**src/rtl/mem_port_arbiter_if.sv**
```systemverilog
// Bundle of the fetch port, data port and shared memory port seen by mem_port_arbiter.
// The arbiter takes the slave view; the core/memory environment takes the master view.
interface mem_port_arbiter_if #(
  parameter int unsigned DATA_WIDTH = 32
);
  // Fetch-stage port
  logic                  i_req;
  logic [DATA_WIDTH-1:0] i_addr;
  logic [DATA_WIDTH-1:0] i_rdata;
  logic                  i_valid;
  logic                  i_err;
  // Memory-stage port
  logic                  d_req;
  logic                  d_we;
  logic [DATA_WIDTH-1:0] d_addr;
  logic [DATA_WIDTH-1:0] d_wdata;
  logic [2:0]            d_mode;
  logic [DATA_WIDTH-1:0] d_rdata;
  logic                  d_valid;
  logic                  d_err;
  // Shared memory port
  logic                  mem_req;
  logic                  mem_we;
  logic [DATA_WIDTH-1:0] mem_addr;
  logic [DATA_WIDTH-1:0] mem_wdata;
  logic [2:0]            mem_mode;
  logic                  mem_ack;
  logic [DATA_WIDTH-1:0] mem_rdata;
  // Pipeline stalls
  logic                  stall_F;
  logic                  stall_M;

  modport slave (
    input  i_req, i_addr, d_req, d_we, d_addr, d_wdata, d_mode, mem_ack, mem_rdata,
    output i_rdata, i_valid, i_err, d_rdata, d_valid, d_err,
    output mem_req, mem_we, mem_addr, mem_wdata, mem_mode, stall_F, stall_M
  );

  modport master (
    output i_req, i_addr, d_req, d_we, d_addr, d_wdata, d_mode, mem_ack, mem_rdata,
    input  i_rdata, i_valid, i_err, d_rdata, d_valid, d_err,
    input  mem_req, mem_we, mem_addr, mem_wdata, mem_mode, stall_F, stall_M
  );
endinterface

```
**src/rtl/mem_port_arbiter.sv**
```systemverilog
// Arbitrates one shared memory port between the fetch stage and the memory stage.
// Data accesses win by default; a pending fetch is forced through after STARVE_MAX
// consecutive data grants. Every access ends in a one-cycle RESP state, and an access
// that never sees mem_ack is aborted after TIMEOUT busy cycles with an error pulse.
module mem_port_arbiter #(
  parameter int unsigned DATA_WIDTH = 32,
  parameter int unsigned STARVE_MAX = 4,
  parameter int unsigned TIMEOUT    = 255
) (
  input  logic               clk,
  input  logic               rst_n,
  mem_port_arbiter_if.slave  bus
);

  localparam int unsigned SW = $clog2(STARVE_MAX + 1);
  localparam int unsigned WW = $clog2(TIMEOUT + 1);

  typedef enum logic [1:0] {StIdle, StBusyI, StBusyD, StResp} state_e;

  state_e                state_q;
  logic [SW-1:0]         starve_q;
  logic [WW-1:0]         wait_q;
  logic                  mem_req_q, mem_we_q;
  logic [DATA_WIDTH-1:0] mem_addr_q, mem_wdata_q;
  logic [2:0]            mem_mode_q;
  logic [DATA_WIDTH-1:0] i_rdata_q, d_rdata_q;
  logic                  i_valid_q, i_err_q, d_valid_q, d_err_q;

  logic starve_full;
  assign starve_full = (starve_q == SW'(STARVE_MAX));

  // Arbitration FSM; all port-facing outputs are registered here.
  always_ff @(posedge clk) begin
    if (!rst_n) begin
      state_q     <= StIdle;
      starve_q    <= '0;
      wait_q      <= '0;
      mem_req_q   <= 1'b0;
      mem_we_q    <= 1'b0;
      mem_addr_q  <= '0;
      mem_wdata_q <= '0;
      mem_mode_q  <= 3'b000;
      i_rdata_q   <= '0;
      d_rdata_q   <= '0;
      i_valid_q   <= 1'b0;
      i_err_q     <= 1'b0;
      d_valid_q   <= 1'b0;
      d_err_q     <= 1'b0;
    end else begin
      unique case (state_q)
        StIdle: begin
          wait_q <= '0;
          if (bus.d_req && !(bus.i_req && starve_full)) begin
            state_q     <= StBusyD;
            mem_req_q   <= 1'b1;
            mem_we_q    <= bus.d_we;
            mem_addr_q  <= bus.d_addr;
            mem_wdata_q <= bus.d_wdata;
            mem_mode_q  <= bus.d_mode;
            // Count only data grants that made a fetch wait; saturate at the limit.
            if (!bus.i_req)       starve_q <= '0;
            else if (!starve_full) starve_q <= starve_q + SW'(1);
          end else if (bus.i_req) begin
            state_q     <= StBusyI;
            mem_req_q   <= 1'b1;
            mem_we_q    <= 1'b0;
            mem_addr_q  <= bus.i_addr;
            mem_wdata_q <= '0;
            mem_mode_q  <= 3'b001;
            starve_q    <= '0;
          end else begin
            starve_q <= '0;
          end
        end
        StBusyI, StBusyD: begin
          // An ack on the timeout cycle still wins and completes normally.
          if (bus.mem_ack) begin
            state_q   <= StResp;
            mem_req_q <= 1'b0;
            if (state_q == StBusyI) begin
              i_rdata_q <= bus.mem_rdata;
              i_valid_q <= 1'b1;
              i_err_q   <= 1'b0;
            end else begin
              d_rdata_q <= mem_we_q ? '0 : bus.mem_rdata;
              d_valid_q <= 1'b1;
              d_err_q   <= 1'b0;
            end
          end else begin
            wait_q <= wait_q + WW'(1);
            if (wait_q == WW'(TIMEOUT - 1)) begin
              state_q   <= StResp;
              mem_req_q <= 1'b0;
              if (state_q == StBusyI) begin
                i_rdata_q <= '0;
                i_valid_q <= 1'b1;
                i_err_q   <= 1'b1;
              end else begin
                d_rdata_q <= '0;
                d_valid_q <= 1'b1;
                d_err_q   <= 1'b1;
              end
            end
          end
        end
        StResp: begin
          // One dead cycle so requesters can drop or change their request.
          state_q   <= StIdle;
          i_valid_q <= 1'b0;
          i_err_q   <= 1'b0;
          d_valid_q <= 1'b0;
          d_err_q   <= 1'b0;
        end
        default: state_q <= StIdle;
      endcase
    end
  end

  assign bus.mem_req   = mem_req_q;
  assign bus.mem_we    = mem_we_q;
  assign bus.mem_addr  = mem_addr_q;
  assign bus.mem_wdata = mem_wdata_q;
  assign bus.mem_mode  = mem_mode_q;
  assign bus.i_rdata   = i_rdata_q;
  assign bus.i_valid   = i_valid_q;
  assign bus.i_err     = i_err_q;
  assign bus.d_rdata   = d_rdata_q;
  assign bus.d_valid   = d_valid_q;
  assign bus.d_err     = d_err_q;
  assign bus.stall_F   = bus.i_req & ~i_valid_q;
  assign bus.stall_M   = bus.d_req & ~d_valid_q;

endmodule

```
**src/flat_wrapper.sv**
```systemverilog
// flat-port wrapper written by rule: the top's interface ports become plain ports
module mem_port_arbiter_flat 
#(
  parameter int unsigned DATA_WIDTH = 32,
  parameter int unsigned STARVE_MAX = 4,
  parameter int unsigned TIMEOUT    = 255
)
  (clk, rst_n, bus_i_req, bus_i_addr, bus_d_req, bus_d_we, bus_d_addr, bus_d_wdata, bus_d_mode, bus_mem_ack, bus_mem_rdata, bus_i_rdata, bus_i_valid, bus_i_err, bus_d_rdata, bus_d_valid, bus_d_err, bus_mem_req, bus_mem_we, bus_mem_addr, bus_mem_wdata, bus_mem_mode, bus_stall_F, bus_stall_M);
  mem_port_arbiter_if #(.DATA_WIDTH(DATA_WIDTH)) bus_i ();
  input  logic clk;
  input  logic rst_n;
  input wire logic [$bits(bus_i.i_req)-1:0] bus_i_req;
  input wire logic [$bits(bus_i.i_addr)-1:0] bus_i_addr;
  input wire logic [$bits(bus_i.d_req)-1:0] bus_d_req;
  input wire logic [$bits(bus_i.d_we)-1:0] bus_d_we;
  input wire logic [$bits(bus_i.d_addr)-1:0] bus_d_addr;
  input wire logic [$bits(bus_i.d_wdata)-1:0] bus_d_wdata;
  input wire logic [$bits(bus_i.d_mode)-1:0] bus_d_mode;
  input wire logic [$bits(bus_i.mem_ack)-1:0] bus_mem_ack;
  input wire logic [$bits(bus_i.mem_rdata)-1:0] bus_mem_rdata;
  output wire logic [$bits(bus_i.i_rdata)-1:0] bus_i_rdata;
  output wire logic [$bits(bus_i.i_valid)-1:0] bus_i_valid;
  output wire logic [$bits(bus_i.i_err)-1:0] bus_i_err;
  output wire logic [$bits(bus_i.d_rdata)-1:0] bus_d_rdata;
  output wire logic [$bits(bus_i.d_valid)-1:0] bus_d_valid;
  output wire logic [$bits(bus_i.d_err)-1:0] bus_d_err;
  output wire logic [$bits(bus_i.mem_req)-1:0] bus_mem_req;
  output wire logic [$bits(bus_i.mem_we)-1:0] bus_mem_we;
  output wire logic [$bits(bus_i.mem_addr)-1:0] bus_mem_addr;
  output wire logic [$bits(bus_i.mem_wdata)-1:0] bus_mem_wdata;
  output wire logic [$bits(bus_i.mem_mode)-1:0] bus_mem_mode;
  output wire logic [$bits(bus_i.stall_F)-1:0] bus_stall_F;
  output wire logic [$bits(bus_i.stall_M)-1:0] bus_stall_M;
  assign bus_i.i_req = bus_i_req;
  assign bus_i.i_addr = bus_i_addr;
  assign bus_i.d_req = bus_d_req;
  assign bus_i.d_we = bus_d_we;
  assign bus_i.d_addr = bus_d_addr;
  assign bus_i.d_wdata = bus_d_wdata;
  assign bus_i.d_mode = bus_d_mode;
  assign bus_i.mem_ack = bus_mem_ack;
  assign bus_i.mem_rdata = bus_mem_rdata;
  assign bus_i_rdata = bus_i.i_rdata;
  assign bus_i_valid = bus_i.i_valid;
  assign bus_i_err = bus_i.i_err;
  assign bus_d_rdata = bus_i.d_rdata;
  assign bus_d_valid = bus_i.d_valid;
  assign bus_d_err = bus_i.d_err;
  assign bus_mem_req = bus_i.mem_req;
  assign bus_mem_we = bus_i.mem_we;
  assign bus_mem_addr = bus_i.mem_addr;
  assign bus_mem_wdata = bus_i.mem_wdata;
  assign bus_mem_mode = bus_i.mem_mode;
  assign bus_stall_F = bus_i.stall_F;
  assign bus_stall_M = bus_i.stall_M;
  mem_port_arbiter #(.DATA_WIDTH(DATA_WIDTH), .STARVE_MAX(STARVE_MAX), .TIMEOUT(TIMEOUT)) u_core (.clk(clk), .rst_n(rst_n), .bus(bus_i));
endmodule
```
**config.mk**
```make
export PLATFORM = sky130hd
export DESIGN_NAME = mem_port_arbiter_flat
export DESIGN_NICKNAME = d
export VERILOG_FILES = /design/src/rtl/mem_port_arbiter_if.sv /design/src/rtl/mem_port_arbiter.sv /design/src/flat_wrapper.sv
export SDC_FILE = /design/constraint.sdc
export NUM_CORES = 1
export LEC_CHECK = 0
export CAP_MARGIN = 20
export CORE_UTILIZATION = 45
export CTS_CLUSTER_DIAMETER = 30
export DETAILED_ROUTE_END_ITERATION = 7
export GPL_TIMING_DRIVEN = 0
export PLACE_DENSITY = 0.86
export RECOVER_POWER = 50
export REMOVE_ABC_BUFFERS = 1
export SYNTH_ARGS = -nofsm -noshare
export SYNTH_HDL_FRONTEND = slang
export SYNTH_SLANG_ARGS = --single-unit
```
**constraint.sdc**
```tcl
create_clock -name clk -period 2.49 [get_ports clk]
set_input_delay 0.6225 -clock clk [delete_from_list [all_inputs] [get_ports clk]]
set_output_delay 0.6225 -clock clk [all_outputs]
set_load 0.005 [all_outputs]
```
==> results.sh <==
export IMPL_layout_min_cycle_time_ps=2324
export IMPL_start_util_pct=46.92
export IMPL_reg2reg_depth=6
export IMPL_outcome="complete, no violations"
export IMPL_yosys_register_bits=150
export IMPL_slowest_stage="clkdlybuf4s50_1"
export IMPL_final_nets=1063
export IMPL_antenna_left=0
export IMPL_synth_area_leaders="dfxtp_1 50%, nand2_1 11%, mux2i_1 6.0%"
export IMPL_clock_fmax_ghz=0.4304
export IMPL_clock_sinks=150
export IMPL_crit_required_ps=1870
export IMPL_grt_first_pass_wirelength_mm=29.09
export IMPL_dr_wl_met3_mm=1.135
export IMPL_r2r_start="u_core.state_q[0]"
export IMPL_cts_buffer_depth=2
export IMPL_drt_met1_wl_mm=6.855
export IMPL_coreArea_sq_um=12820
export IMPL_synth_common_cells="179 x nand2_1, 150 x dfxtp_1, 39 x a21boi_0, 39 x nand3_1, 39 x o21ai_0"
export IMPL_cts_htree_levels=4
export IMPL_drt_pass1_iterations=4
export IMPL_crit_path_end="bus_stall_F"
export IMPL_tightest_slew_ps=788.5
export IMPL_dr_wl_met2_mm=8.989
export IMPL_max_slew_margin_pct=47.43
export IMPL_synth_ff_type="dfxtp_1"
export IMPL_synth_most_common_cell="nand2_1"
export IMPL_clk_latency_ps=420
export IMPL_grt_setup_unrepaired="no"
export IMPL_wl_per_cell_microns=16.13
export IMPL_clk_pin_slew_ps=60
export IMPL_dp_slack_ps=-141.7
export IMPL_routed_top_layer="met4"
export IMPL_grt_pass1_vias=5843
export IMPL_globalplace_congestion=0.7986
export IMPL_die_area_sq_um=13840
export IMPL_crit_buf_inv=2
export IMPL_grt_overflow=0
export IMPL_grt_max_degree=98
export IMPL_crit_path_start_kind="primary input"
export IMPL_grt_usage_pct=26.49
export IMPL_chipWidth_microns=117.6
export IMPL_finalCoreUtilization_pct=73.99
export IMPL_p_leak_nw=3.872
export IMPL_synth_top_area_share_pct=49.91
export IMPL_port_buffers=275
export IMPL_ir_drop_uv=462.5
export IMPL_hpwlAfterDp_mm=12.43
export IMPL_criticalPathCategory="primary input to primary output"
export IMPL_avgViaCountPerCell=5.213
export IMPL_worst_slack_ps=166.4
export IMPL_drive_gt1_share_pct=5.274
export IMPL_antenna_found_initial=0
export IMPL_post_cts_buffers=0
export IMPL_yosysWarnings=0
export IMPL_post_route_period_util_pct=93.32
export IMPL_cp_cell_sequence="dlygate4sd2_1 > nor2b_1 > clkdlybuf4s50_1"
export IMPL_finClkSkew_ps=6.915
export IMPL_ioPinCount=276
export IMPL_cp_depth=3
export IMPL_ys_async_sr_fraction_pct=0
export IMPL_crit_family="buffers and inverters"
export IMPL_cap_violations=0
export IMPL_rows=41
export IMPL_regToRegEndpoint="u_core.bus.d_rdata[24]"
export IMPL_end_kind="primary output"
export IMPL_finalHoldViolations=0
export IMPL_area_growth_pct=57.70
export IMPL_synth_edf_count=0
export IMPL_antennaDiodeCount=0
export IMPL_num_vias=5739
export IMPL_crit_arrival_ps=1700
export IMPL_syn_area_sq_um=6017
export IMPL_cts_tree="built"
export IMPL_slowest_delay_ps=500
export IMPL_critPathLaunch="bus_i_req"
export IMPL_avgSynthCellArea_sq_um=8.941
export IMPL_routed_wl_mm=17.76
export IMPL_fp_dieH_microns=117.6
export IMPL_yosysSeqAreaShare_pct=49.91
export IMPL_clockRootBuffer="clkbuf_16"
export IMPL_synthCells=673
export IMPL_slew_violations=0
export IMPL_post_route_drc_count=0
export IMPL_ys_types=44
export IMPL_setup_viol=0
export IMPL_synth_top_cell_by_area="dfxtp_1"
export IMPL_worstPathMaxFanout=8
export IMPL_hold_path_class="register to register"
export IMPL_p_per_area_nw_per_um2=858.1
export IMPL_drt_iter0_drc=504
export IMPL_cts_buffers=17
export IMPL_r2r_slack_ps=220
==> power breakdown <==
| group | internal (mW) | total, mW | leakage, nW | switching (mW) |
|---|---|---|---|---|
| registers | 2.80 | 2.99 | 1.22 | 0.191 |
| logic | 1.30 | 2.57 | 2.37 | 1.27 |
| clock network | 1.59 | 2.59 | 0.280 | 0.997 |
==> timing repair <==
item                                   in CTS  in global routing
hold buffers                                0                  0
pin swaps                                   0                  0
setup endpoints to repair                   2                 13
endpoints found under the hold margin       0                  0
resized for setup                           2                  2
==> how the worst min path moves through the flow <==
stage | startpoint | end | depth (start not counted)
after detailed placement | u_core.bus.d_rdata[9] | u_core.bus.d_rdata[9] | 2
after floorplan | u_core.bus.d_rdata[0] | u_core.bus.d_rdata[0] | 2
after CTS | u_core.bus.d_rdata[7] | u_core.bus.d_rdata[7] | 2
after global placement | u_core.bus.d_rdata[9] | u_core.bus.d_rdata[9] | 2
final | u_core.bus.d_rdata[19] | u_core.bus.d_rdata[19] | 2
after global routing | u_core.bus.mem_wdata[23] | u_core.bus.mem_wdata[23] | 2
==> cell type report <==
type	count	area, sq um
clock buffer	18	439.2
sequential	150	3003
timing repair buffer	283	2932
tap	172	215.2
fill	924	3336
inverter	5	18.77
clock inverter	12	156.4
multi-input combinational	461	2725
==> layout by cell type (no fill, tap or decap), types with 2 or more instances in the layout <==
| master | instances |
|---|---|
| o31ai_1 | 3 |
| nand3_1 | 40 |
| o211ai_1 | 2 |
| buf_16 | 5 |
| mux2i_1 | 36 |
| dlygate4sd2_1 | 2 |
| clkinv_4 | 3 |
| and2_0 | 5 |
| nand2b_1 | 4 |
| dlygate4sd3_1 | 126 |
| o311ai_0 | 3 |
| clkdlybuf4s50_1 | 146 |
| inv_1 | 5 |
| bufinv_16 | 3 |
| nor2_1 | 4 |
| a22o_1 | 32 |
| dfxtp_1 | 150 |
| or4_1 | 2 |
| nand4_1 | 2 |
| a21oi_1 | 4 |
| ha_1 | 8 |
| clkbuf_16 | 17 |
| nor3_1 | 2 |
| a31oi_1 | 32 |
| o21ai_0 | 39 |
| nand2_1 | 179 |
| clkinvlp_4 | 4 |
| nor2b_1 | 3 |
| a21boi_0 | 39 |
| clkinv_2 | 2 |
==> worst reg2reg max path, stage by stage (launching register included) <==
cell,delay [ps]
dfxtp_1,380
inv_1,100
ha_1,470
nor3b_4,620
buf_16,240
buf_16,170
mux2i_1,220
==> per-stage QoR <==
step                      std cells  instance area (sq um)  hold WS [ps]  setup TNS, ps  power (mW)
after floorplan                 616                   5717         451.1         -24440       4.189
after global placement         1063                   8685         442.5        -405730       5.501
after detailed placement       1071                   8892         450.1          -2240       5.723
after CTS                      1101                   9485         460.2              0       8.320
after global routing           1101                   9489         475.4              0       8.572
final                          1101                   9489         451.5              0       8.143
==> routing by layer <==
metal / global-route usage (%) / up-vias
li1: - / 2829
met1: 28.45 / 2667
met2: 46.18 / 192
met3: 8.236 / 51
met4: 14.42 / 0
met5: 0 / -
==> sequential cells by signal, indices dropped and copies added (netlist names), named ones only <==
name                  count
u_core.state_q            2
u_core.bus.d_valid        1
u_core.bus.i_rdata       32
u_core.bus.i_err          1
u_core.bus.mem_req        1
u_core.wait_q             8
u_core.bus.mem_mode       3
u_core.bus.d_rdata       32
u_core.bus.mem_wdata     32
u_core.bus.mem_we         1
u_core.bus.mem_addr      32
u_core.starve_q           3
u_core.bus.d_err          1
==> cell families after synthesis <==
family,share of synthesized area (%)
mux,6.176
buf+inv,5.303
fa+ha+maj,1.664
simple gates,18.22
flops,49.91
compound gates,18.74
No activity file was read; power rests on OpenSTA's default activity.
